### src/rtl/pio_led_pkg.sv
// Shared definitions for the LED PIO write arbiter.
//   op_t     : per-requester command code (write / set-bits / clear-bits / reserved)
//   ADDR_*   : PIO register addresses for data, set-bits and clear-bits
//   state_t  : arbiter FSM states
//   op_addr  : maps a command code to the PIO register it targets
package pio_led_pkg;

  typedef enum logic [1:0] {
    OP_WRITE = 2'b00,
    OP_SET   = 2'b01,
    OP_CLR   = 2'b10,
    OP_RSVD  = 2'b11
  } op_t;

  localparam logic [2:0] ADDR_DATA = 3'd0;
  localparam logic [2:0] ADDR_SET  = 3'd4;
  localparam logic [2:0] ADDR_CLR  = 3'd5;

  typedef enum logic {
    ST_IDLE,
    ST_WRITE
  } state_t;

  function automatic logic [2:0] op_addr(input op_t op);
    logic [2:0] a;
    a = ADDR_DATA;
    case (op)
      OP_SET:  a = ADDR_SET;
      OP_CLR:  a = ADDR_CLR;
      default: a = ADDR_DATA;
    endcase
    return a;
  endfunction

endpackage

### src/rtl/rr_arbiter.sv
// Combinational round-robin arbiter.
//   req       in  NUM_REQ  request vector
//   rr_ptr    in  IDX_W    highest-priority position for this round
//   grant     out NUM_REQ  one-hot grant (zero when no request)
//   grant_idx out IDX_W    binary index of the granted requester (0 when none)
module rr_arbiter #(
  parameter int NUM_REQ = 4,
  parameter int IDX_W   = $clog2(NUM_REQ)
) (
  input  logic [NUM_REQ-1:0] req,
  input  logic [IDX_W-1:0]   rr_ptr,
  output logic [NUM_REQ-1:0] grant,
  output logic [IDX_W-1:0]   grant_idx
);

  localparam int unsigned N = NUM_REQ;

  logic             found;
  logic [IDX_W-1:0] pos;

  // Scan rr_ptr, rr_ptr+1, ... modulo NUM_REQ; the first set request wins.
  always_comb begin
    grant     = '0;
    grant_idx = '0;
    found     = 1'b0;
    pos       = '0;
    for (int unsigned k = 0; k < N; k++) begin
      pos = IDX_W'((32'(rr_ptr) + k) % N);
      if (!found && req[pos]) begin
        found      = 1'b1;
        grant[pos] = 1'b1;
        grant_idx  = pos;
      end
    end
  end

endmodule

### src/rtl/pio_led_write_arbiter.sv
// Shares one LED PIO slave among NUM_REQ requesters. Each accepted command becomes a
// single Avalon-MM write (data / set-bits / clear-bits register); a shadow copy of the
// LED register is kept for local readback.
//   clk, reset_n     clock, asynchronous active-low reset
//   req_valid/ready  per-requester command handshake (ready one-hot or zero, IDLE only)
//   req_op/req_data  per-requester op code (2 bits) and operand (DATA_W bits)
//   avm_*            Avalon-MM master towards the PIO, bus outputs registered
//   led_shadow       LED value after all completed writes
//   busy             high while a bus write is in progress
module pio_led_write_arbiter
  import pio_led_pkg::*;
#(
  parameter int NUM_REQ = 4,
  parameter int DATA_W  = 8
) (
  input  logic                        clk,
  input  logic                        reset_n,
  input  logic [NUM_REQ-1:0]          req_valid,
  output logic [NUM_REQ-1:0]          req_ready,
  input  logic [2*NUM_REQ-1:0]        req_op,
  input  logic [DATA_W*NUM_REQ-1:0]   req_data,
  output logic [2:0]                  avm_address,
  output logic                        avm_chipselect,
  output logic                        avm_write_n,
  output logic [31:0]                 avm_writedata,
  input  logic                        avm_waitrequest,
  output logic [DATA_W-1:0]           led_shadow,
  output logic                        busy
);

  localparam int IDX_W = $clog2(NUM_REQ);

  state_t              state, state_nxt;
  logic [IDX_W-1:0]    rr_ptr, grant_idx, lat_idx;
  logic [NUM_REQ-1:0]  grant;
  logic [1:0]          op_arr   [NUM_REQ];
  logic [DATA_W-1:0]   data_arr [NUM_REQ];
  op_t                 sel_op, lat_op;
  logic [DATA_W-1:0]   sel_data, lat_data;
  logic                handshake;

  for (genvar g = 0; g < NUM_REQ; g++) begin : g_unpack
    assign op_arr[g]   = req_op[2*g +: 2];
    assign data_arr[g] = req_data[g*DATA_W +: DATA_W];
  end

  rr_arbiter #(.NUM_REQ(NUM_REQ), .IDX_W(IDX_W)) u_arb (
    .req       (req_valid),
    .rr_ptr    (rr_ptr),
    .grant     (grant),
    .grant_idx (grant_idx)
  );

  function automatic logic [IDX_W-1:0] wrap_inc(input logic [IDX_W-1:0] idx);
    return (idx == IDX_W'(NUM_REQ - 1)) ? '0 : idx + 1'b1;
  endfunction

  always_comb begin
    req_ready = (state == ST_IDLE) ? grant : '0;
    handshake = |(req_valid & req_ready);
    sel_op    = op_t'(op_arr[grant_idx]);
    sel_data  = data_arr[grant_idx];
    busy      = (state != ST_IDLE);
  end

  always_ff @(posedge clk or negedge reset_n) begin
    if (!reset_n) state <= ST_IDLE;
    else          state <= state_nxt;
  end

  always_comb begin
    state_nxt = state;
    case (state)
      ST_IDLE:  if (handshake && sel_op != OP_RSVD) state_nxt = ST_WRITE;
      ST_WRITE: if (!avm_waitrequest)               state_nxt = ST_IDLE;
      default:                                      state_nxt = ST_IDLE;
    endcase
  end

  // Bus outputs are loaded at the handshake edge so they are already stable for the
  // whole first WRITE cycle.
  always_ff @(posedge clk or negedge reset_n) begin
    if (!reset_n) begin
      rr_ptr         <= '0;
      lat_op         <= OP_WRITE;
      lat_data       <= '0;
      lat_idx        <= '0;
      avm_address    <= ADDR_DATA;
      avm_chipselect <= 1'b0;
      avm_write_n    <= 1'b1;
      avm_writedata  <= '0;
      led_shadow     <= '0;
    end else begin
      case (state)
        ST_IDLE: begin
          if (handshake) begin
            lat_op   <= sel_op;
            lat_data <= sel_data;
            lat_idx  <= grant_idx;
            if (sel_op == OP_RSVD) begin
              rr_ptr <= wrap_inc(grant_idx);
            end else begin
              avm_chipselect <= 1'b1;
              avm_write_n    <= 1'b0;
              avm_address    <= op_addr(sel_op);
              avm_writedata  <= 32'(sel_data);
            end
          end
        end
        ST_WRITE: begin
          if (!avm_waitrequest) begin
            case (lat_op)
              OP_SET:  led_shadow <= led_shadow | lat_data;
              OP_CLR:  led_shadow <= led_shadow & ~lat_data;
              default: led_shadow <= lat_data;
            endcase
            rr_ptr         <= wrap_inc(lat_idx);
            avm_chipselect <= 1'b0;
            avm_write_n    <= 1'b1;
          end
        end
        default: ;
      endcase
    end
  end

endmodule

### config.mk
export PLATFORM = sky130hd
export DESIGN_NAME = pio_led_write_arbiter
export DESIGN_NICKNAME = d
export VERILOG_FILES = /design/src/rtl/pio_led_pkg.sv /design/src/rtl/rr_arbiter.sv /design/src/rtl/pio_led_write_arbiter.sv
export SDC_FILE = /design/constraint.sdc
export NUM_CORES = 1
export LEC_CHECK = 0
export CAP_MARGIN = 10
export CORE_MARGIN = 10
export CORE_UTILIZATION = 47
export CTS_BUF_LIST = sky130_fd_sc_hd__clkbuf_4 sky130_fd_sc_hd__clkbuf_8
export DETAILED_ROUTE_END_ITERATION = 10
export PLACE_DENSITY = 0.84
export SYNTH_ARGS = -nofsm -noshare
export SYNTH_HDL_FRONTEND = slang
export SYNTH_SLANG_ARGS = --single-unit
### constraint.sdc
create_clock -name clk -period 3.9 [get_ports clk]
set_input_delay 0.78 -clock clk [delete_from_list [all_inputs] [get_ports clk]]
set_output_delay 0.78 -clock clk [all_outputs]
set_load 0.01 [all_outputs]
==> results of run 1 <==
cells by family (layout without fill, tap and decap cells):
logic type               count (synthesis)  after routing  share of synthesized area
multiplexers                            58             58                     0.2368
other                                    1             25                   0.001400
buffers and inverters                   69            122                     0.1429
AO/OA/AOI/OAI                           66             66                     0.1555
adder cells (fa/ha/maj)                 13             13                    0.06072
AND/OR/NAND/NOR                         36             36                    0.07192
flip-flops                              35             35                     0.3274
XOR/XNOR                                 1              1                   0.003270
timing repair:
action | 4_1_cts | 5_1_grt
resized for setup | 0 | 3
setup endpoints to repair | 0 | 4
buffers inserted | 0 | 1
final cells by class:
type                    count  area share
clock inverters             2    0.003563
clock buffers               6     0.02173
well taps                  72     0.02565
flip-flops and latches     35      0.2497
multi-input cells         199      0.4314
repair buffers             88      0.2401
inverters                  26     0.02779
cells in the final DEF, fill, tap and decap left out, types with 2 or more instances in the layout:
cell type                         Yosys  final
sky130_fd_sc_hd__ha_1                13     12
sky130_fd_sc_hd__mux4_2               3      3
sky130_fd_sc_hd__a21o_1              10     10
sky130_fd_sc_hd__mux2_2               9      9
sky130_fd_sc_hd__a22oi_1              3      3
sky130_fd_sc_hd__nand3b_1             3      3
sky130_fd_sc_hd__a211oi_1             2      2
sky130_fd_sc_hd__a21oi_1             37     37
sky130_fd_sc_hd__clkdlybuf4s50_1      0     69
sky130_fd_sc_hd__a222oi_1             2      2
sky130_fd_sc_hd__conb_1               1     25
sky130_fd_sc_hd__dlymetal6s2s_1       0      2
sky130_fd_sc_hd__buf_4               27     17
sky130_fd_sc_hd__nor2b_1              6      6
sky130_fd_sc_hd__nor3b_1              2      2
sky130_fd_sc_hd__nor2_1              12     12
sky130_fd_sc_hd__mux2i_1             42     42
sky130_fd_sc_hd__nand2b_1             2      2
sky130_fd_sc_hd__dfrtp_1             34     34
sky130_fd_sc_hd__mux2_1               4      4
sky130_fd_sc_hd__o21ai_0              5      5
sky130_fd_sc_hd__nand2_1              5      5
sky130_fd_sc_hd__clkbuf_8             0      5
sky130_fd_sc_hd__inv_1               26     26
sky130_fd_sc_hd__or2_2                2      2
sky130_fd_sc_hd__o31ai_2              2      2
sequential cells by signal, summed over array words and instances, names as in the netlist:
signal / count
busy: 1
avm_address: 2
lat_data: 8
rr_ptr: 2
avm_write_n: 1
led_shadow: 8
avm_writedata: 8
avm_chipselect: 1
lat_op: 2
lat_idx: 2
worst max-delay path, stage by stage:
cell and delay (ns):
sky130_fd_sc_hd__clkdlybuf4s50_1 0.55, sky130_fd_sc_hd__mux4_2 0.59, sky130_fd_sc_hd__nor2b_1 0.18, sky130_fd_sc_hd__o31ai_2 0.22, sky130_fd_sc_hd__a21oi_1 0.07, sky130_fd_sc_hd__nor2_1 0.09, sky130_fd_sc_hd__clkdlybuf4s50_1 0.55
path summary, 6_finish.rpt:
path                                                  from                           end  slack [ns]  cells past startpoint
worst max-delay path                          req_valid[3]                  req_ready[1]        0.09                      7
worst min-delay path            avm_address[0]$_DFFE_PN0P_    avm_address[0]$_DFFE_PN0P_        0.49                      1
worst max register to register       rr_ptr[0]$_DFFE_PN0P_    avm_chipselect$_DFFE_PN0P_        0.60                     12
worst min register to register  avm_address[0]$_DFFE_PN0P_    avm_address[0]$_DFFE_PN0P_        0.49                      1
max in group asynchronous                          reset_n       avm_write_n$_DFFE_PN1P_        2.67                      2
min in group asynchronous                          reset_n  avm_writedata[5]$_DFFE_PN0P_        0.90                      2
power by group:
| part | switching, mW | internal (mW) | leakage (nW) |
|---|---|---|---|
| registers | 0.115 | 0.569 | 0.409 |
| logic | 1.12 | 1.13 | 1.24 |
| clock network | 0.133 | 0.132 | 0.0446 |
through the flow:
stage / setup slack, ns / total power [mW] / std cells
2_1_floorplan: 0.4878 / 2.241 / 303
3_3_place_gp: 0.09650 / 2.880 / 419
3_5_place_dp: 0.02835 / 2.942 / 419
4_1_cts: 0.02768 / 3.219 / 427
5_1_grt: 0.02315 / 3.478 / 428
6_report: 0.09435 / 3.198 / 428
metal layers:
metal / track usage / share of wire / vias to the layer above / wire length [um]
li1: - / - / 1063 / -
met4: 0.04423 / 0.013 / 0 / 91
met3: 0.02592 / 0.082 / 11 / 553
met1: 0.1702 / 0.40 / 1034 / 2712
met2: 0.2392 / 0.50 / 88 / 3418
met5: 0 / 0 / - / 0
==> results_dict.tcl, run 1 <==
set metrics [dict create \
    ys_seq_elements 35 \
    crit_path_max_fanout 8 \
    power.density_cell_area_mw_per_mm2 910.7 \
    total_leakage_power_nw 1.691 \
    post_synth_most_frequent_cells "sky130_fd_sc_hd__mux2i_1, sky130_fd_sc_hd__a21oi_1, sky130_fd_sc_hd__dfrtp_1" \
    insertion_delay_ns 0.29 \
    rsz0062_at_grt "false" \
    cts_max_path_buffers 2 \
    cts.root.buffer_cell "sky130_fd_sc_hd__clkbuf_8" \
    dominantRegCellSynth "sky130_fd_sc_hd__dfrtp_1" \
    cp-end-kind "output pin" \
    cts-buffers-inserted 5 \
    die_width_um 95.50 \
    final.period_utilization 0.9758 \
    count_of_routing_violations_after_the_opening_detailed_route_iteration 107 \
    whs_ns 0.4941 \
    overflow 0 \
    worst_ep_arrival_time_ns 3.03 \
    max_clock_freq_mhz 262.8 \
    yosysUniqueCellTypes 37 \
    floorplan.rows 27 \
    setup_tns_ns 0 \
    cp_data_required_time_ns 3.12 \
    yosys.area.top_type_share 0.3176 \
    criticalPathCategory "input port to output pin" \
    yosys_warnings 0 \
    yosysSeqAreaShare 0.3274 \
    grt_max_degree 36 \
    worst_slew_pin_slew_ns 0.4935 \
    hold_viol 0 \
    port_buffers 71 \
    antenna_left 0 \
    area_growth_pct 31.11 \
    grt_first_pass_wirelength_mm 10.24 \
    num_vias 2196 \
    final_count_of_negative_setup_slack_endpoints 0 \
    cts_tree "done" \
    final_cell_area_mm2 0.003512 \
    global_route.usage.total 0.1386 \
    clock_sink_count 35 \
    num-nets-final 415 \
    gp_congestion 0.8010 \
    vias_per_cell 5.131 \
    finalMaxSlewViolations 0 \
    clock_skew_ns 0.007676 \
    layout-drive-gt1-share 0.1348 \
    fillers 463 \
    synth_area_leaders "sky130_fd_sc_hd__dfrtp_1, sky130_fd_sc_hd__mux2i_1, sky130_fd_sc_hd__buf_4, sky130_fd_sc_hd__a21oi_1, sky130_fd_sc_hd__ha_1" \
    layout.area.seq_um2 877.1 \
    layout.core_utilization 0.6378 \
    synth_largest_area_cell "sky130_fd_sc_hd__dfrtp_1" \
    via_count_of_the_first_global_routing_pass 2104 \
    syn-mean-instance-area_um2 9.602 \
    async_reset_ff_frac 1.000 \
    wire_per_inst_um 15.83 \
    grt_antenna_before_repair 0 \
    die_area_mm2 0.009119 \
    drt_wl_total_mm 6.777 \
    clk_pin_slew_ns 0.08 \
    yosys.cell_count.top_type "sky130_fd_sc_hd__mux2i_1" \
    detailed_place_hpwl_mm 5.411 \
    hold_buffers 0 \
    insertedDiodeCount 0 \
    crit_path_start_kind "input port" \
    post_route_drc 0 \
    number_of_ports_placed_on_the_die_boundary 97 \
    synth_area_mm2 0.002679 \
    tightest_hold_check_type "register to register" \
    first_pass_iters 5 \
    post_synth_inst_count 279 \
    vdd_ir_drop_max_v 0.0005242 \
    fp.dieH_um 95.50 \
    final_period_minus_worst_setup_slack_ns 3.806 \
    floorplan.core_area_mm2 0.005507 \
    cts-htree-levels 2 \
    slew-limit-headroom 0.6690 \
    multi_input_area_mm2 0.001515 \
    status "completed" \
    number_of_enable_type_register_cells_in_the_synthesized_netlist 0 \
    placed_area_mm2 0.003408 \
    initial_core_util 0.4865 \
    maxCapViolations 0 \
]
(Power assumes the default switching activity.)
==> run 2, diff against run 1 <==
--- a/config.mk
+++ b/config.mk
@@ -11,6 +11,7 @@
 export CTS_BUF_LIST = sky130_fd_sc_hd__clkbuf_4 sky130_fd_sc_hd__clkbuf_8
 export DETAILED_ROUTE_END_ITERATION = 10
 export PLACE_DENSITY = 0.84
+export SKIP_CTS_REPAIR_TIMING = 1
 export SYNTH_ARGS = -nofsm -noshare
 export SYNTH_HDL_FRONTEND = slang
 export SYNTH_SLANG_ARGS = --single-unit
==> constraint.sdc (replaced) <==
create_clock -name clk -period 3.9 [get_ports clk]
set_input_delay 0.78 -clock clk [delete_from_list [all_inputs] [get_ports clk]]
set_output_delay 0.78 -clock clk [all_outputs]
set_load 0.005 [all_outputs]
==> run 2 against run 1 <==
Effect of this change:
- utilization down 0.20 points
- hold slack worse by 0.0063 ns
- via count up 1.0%
- die area unchanged
- clock power up 27%
- critical path type unchanged
==> results_dict.tcl, run 2 (same netlist as run 1, synthesis figures left out) <==
set metrics [dict create \
    status "completed" \
    critical-path-slowest-cell "sky130_fd_sc_hd__mux4_2" \
    setup_tns_ns 0 \
    power_frac_seq 0.216 \
    layout_commonest_cell "sky130_fd_sc_hd__clkdlybuf4s50_1" \
    max_clock_freq_mhz 265.5 \
    vdd_ir_drop_max_v 0.0004807 \
    final_cell_area_mm2 0.003501 \
    count_of_routing_violations_after_the_opening_detailed_route_iteration 129 \
    finalMaxSlewViolations 0 \
    grt_antenna_before_repair 0 \
    placed_area_mm2 0.003378 \
    floorplan.core_area_mm2 0.005507 \
    timing.critical_path.slowest_cell_delay_ns 0.59 \
    gp_congestion 0.8094 \
    final.period_utilization 0.9659 \
    largest_registers_ranked_by_flip_flop_count "avm_writedata: 8 flops, lat_data: 8 flops, led_shadow: 8 flops" \
    crit_path_max_fanout 8 \
    cts_max_path_buffers 2 \
    num_vias 2219 \
    wire_per_inst_um 16.56 \
    cpLargestDelayFamily "buffers and inverters" \
    global_route.usage.total 0.1418 \
    hold-path-cell-count 1 \
    path_cells "clkdlybuf4s50_1, mux4_2, nand3b_1, a21oi_1, a21oi_1, nor2_1, clkdlybuf4s50_1" \
    cp_data_required_time_ns 3.12 \
    floorplan.rows 27 \
    maxCapViolations 0 \
    cts_tree "done" \
    initial_core_util 0.4865 \
    port_buffers 71 \
    fp.dieH_um 95.50 \
    clock_skew_ns 0.003343 \
    cp-end-kind "output pin" \
    vias_per_cell 5.246 \
    combPwrFrac 0.679 \
    layout.core_utilization 0.6358 \
    number_of_ports_placed_on_the_die_boundary 97 \
    number_of_cells_on_the_critical_path 7 \
    commonest_cells_after_routing_fill_and_taps_aside "sky130_fd_sc_hd__clkdlybuf4s50_1, sky130_fd_sc_hd__mux2i_1, sky130_fd_sc_hd__a21oi_1" \
    cts-buffers-inserted 5 \
    drt_wl_total_mm 7.003 \
    power_switching_mw 1.328 \
    final_period_minus_worst_setup_slack_ns 3.767 \
    cts-htree-levels 2 \
    grt_first_pass_wirelength_mm 10.58 \
    cp_num_buf_inv 2 \
    area_growth_pct 30.69 \
    criticalPathCategory "input port to output pin" \
    antenna_left 0 \
    die_area_mm2 0.009119 \
    clk_pin_slew_ns 0.07 \
    insertion_delay_ns 0.28 \
    total_leakage_power_nw 1.685 \
    slew-limit-headroom 0.6272 \
    clock_sink_count 35 \
    final_count_of_negative_setup_slack_endpoints 0 \
    num-nets-final 410 \
    netSwitchingFraction 0.4137 \
    worst_ep_arrival_time_ns 2.99 \
    hold_viol 0 \
    first_pass_iters 4 \
    cts.root.buffer_cell "sky130_fd_sc_hd__clkbuf_8" \
    insertedDiodeCount 0 \
    die_width_um 95.50 \
    crit_path_start_kind "input port" \
    rsz0062_at_grt "false" \
    layout-drive-gt1-share 0.1197 \
    internal-power_mw 1.882 \
    via_count_of_the_first_global_routing_pass 2214 \
    fin_ws_ns 0.1331 \
    placement.setup.worst_slack_ns 0.05348 \
    grt_max_degree 36 \
    tightest_hold_check_type "register to register" \
    power_frac_clock 0.105 \
    detailed_place_hpwl_mm 5.423 \
    overflow 0 \
    power.density_cell_area_mw_per_mm2 916.7 \
    post_route_drc 0 \
    worst_slew_pin_slew_ns 0.5559 \
    reg2reg_depth 12 \
]
==> run 2: cell type report <==
cell class / count / area (um2)
timing repair buffer: 83 / 805.8
sequential: 35 / 877.1
clock buffer: 6 / 82.58
clock inverter: 2 / 35.03
inverter: 26 / 97.59
tap: 72 / 90.09
fill: 447 / 2006
multi-input combinational: 199 / 1513
==> run 2: worst paths after layout <==
kind	from	end	slack, ns
setup reg to reg	rr_ptr[0]$_DFFE_PN0P_	avm_writedata[0]$_DFFE_PN0P_	0.48
setup / recovery	req_valid[3]	req_ready[2]	0.13
hold / removal	avm_chipselect$_DFFE_PN0P_	avm_chipselect$_DFFE_PN0P_	0.49
hold reg to reg	avm_chipselect$_DFFE_PN0P_	avm_chipselect$_DFFE_PN0P_	0.49
min in group asynchronous	reset_n	led_shadow[1]$_DFFE_PN0P_	0.92
max in group asynchronous	reset_n	avm_write_n$_DFFE_PN1P_	2.63
==> run 2: routing by layer <==
metal / global-route usage / routed length [um]
met3: 0.01728 / 476
met1: 0.1763 / 2812
met5: 0 / 0
met2: 0.2500 / 3610
met4: 0.04300 / 102
==> run 2: worst reg2reg max path, cell delays in order, from the launching register on <==
cell and delay (ns):
sky130_fd_sc_hd__dfrtp_1 0.38, sky130_fd_sc_hd__inv_1 0.22, sky130_fd_sc_hd__ha_1 0.41, sky130_fd_sc_hd__nor2b_1 0.21, sky130_fd_sc_hd__a21oi_1 0.20, sky130_fd_sc_hd__o311ai_2 0.16, sky130_fd_sc_hd__o21ai_2 0.47, sky130_fd_sc_hd__mux2i_1 0.25
sky130_fd_sc_hd__mux2i_1 0.13, sky130_fd_sc_hd__ha_1 0.26, sky130_fd_sc_hd__and2b_4 0.29, sky130_fd_sc_hd__buf_4 0.17, sky130_fd_sc_hd__mux2i_1 0.20
==> run 2: stage by stage <==
step / instances / hold WS, ns / total power [mW]
after floorplan: 303 / 0.4736 / 2.180
after global placement: 415 / 0.4637 / 2.801
after detailed placement: 415 / 0.4712 / 2.867
after CTS: 423 / 0.4853 / 3.231
after global routing: 423 / 0.5193 / 3.463
final: 423 / 0.4878 / 3.209
==> run 2: power by group through the flow <==
stage	clock, mW	sequential, mW	combinational [mW]
finish	0.336	0.694	2.18
global route	0.358	0.715	2.39
CTS	0.342	0.693	2.20
detailed placement	0	0.694	2.17
global placement	0	0.685	2.12
floorplan	0	0.684	1.50
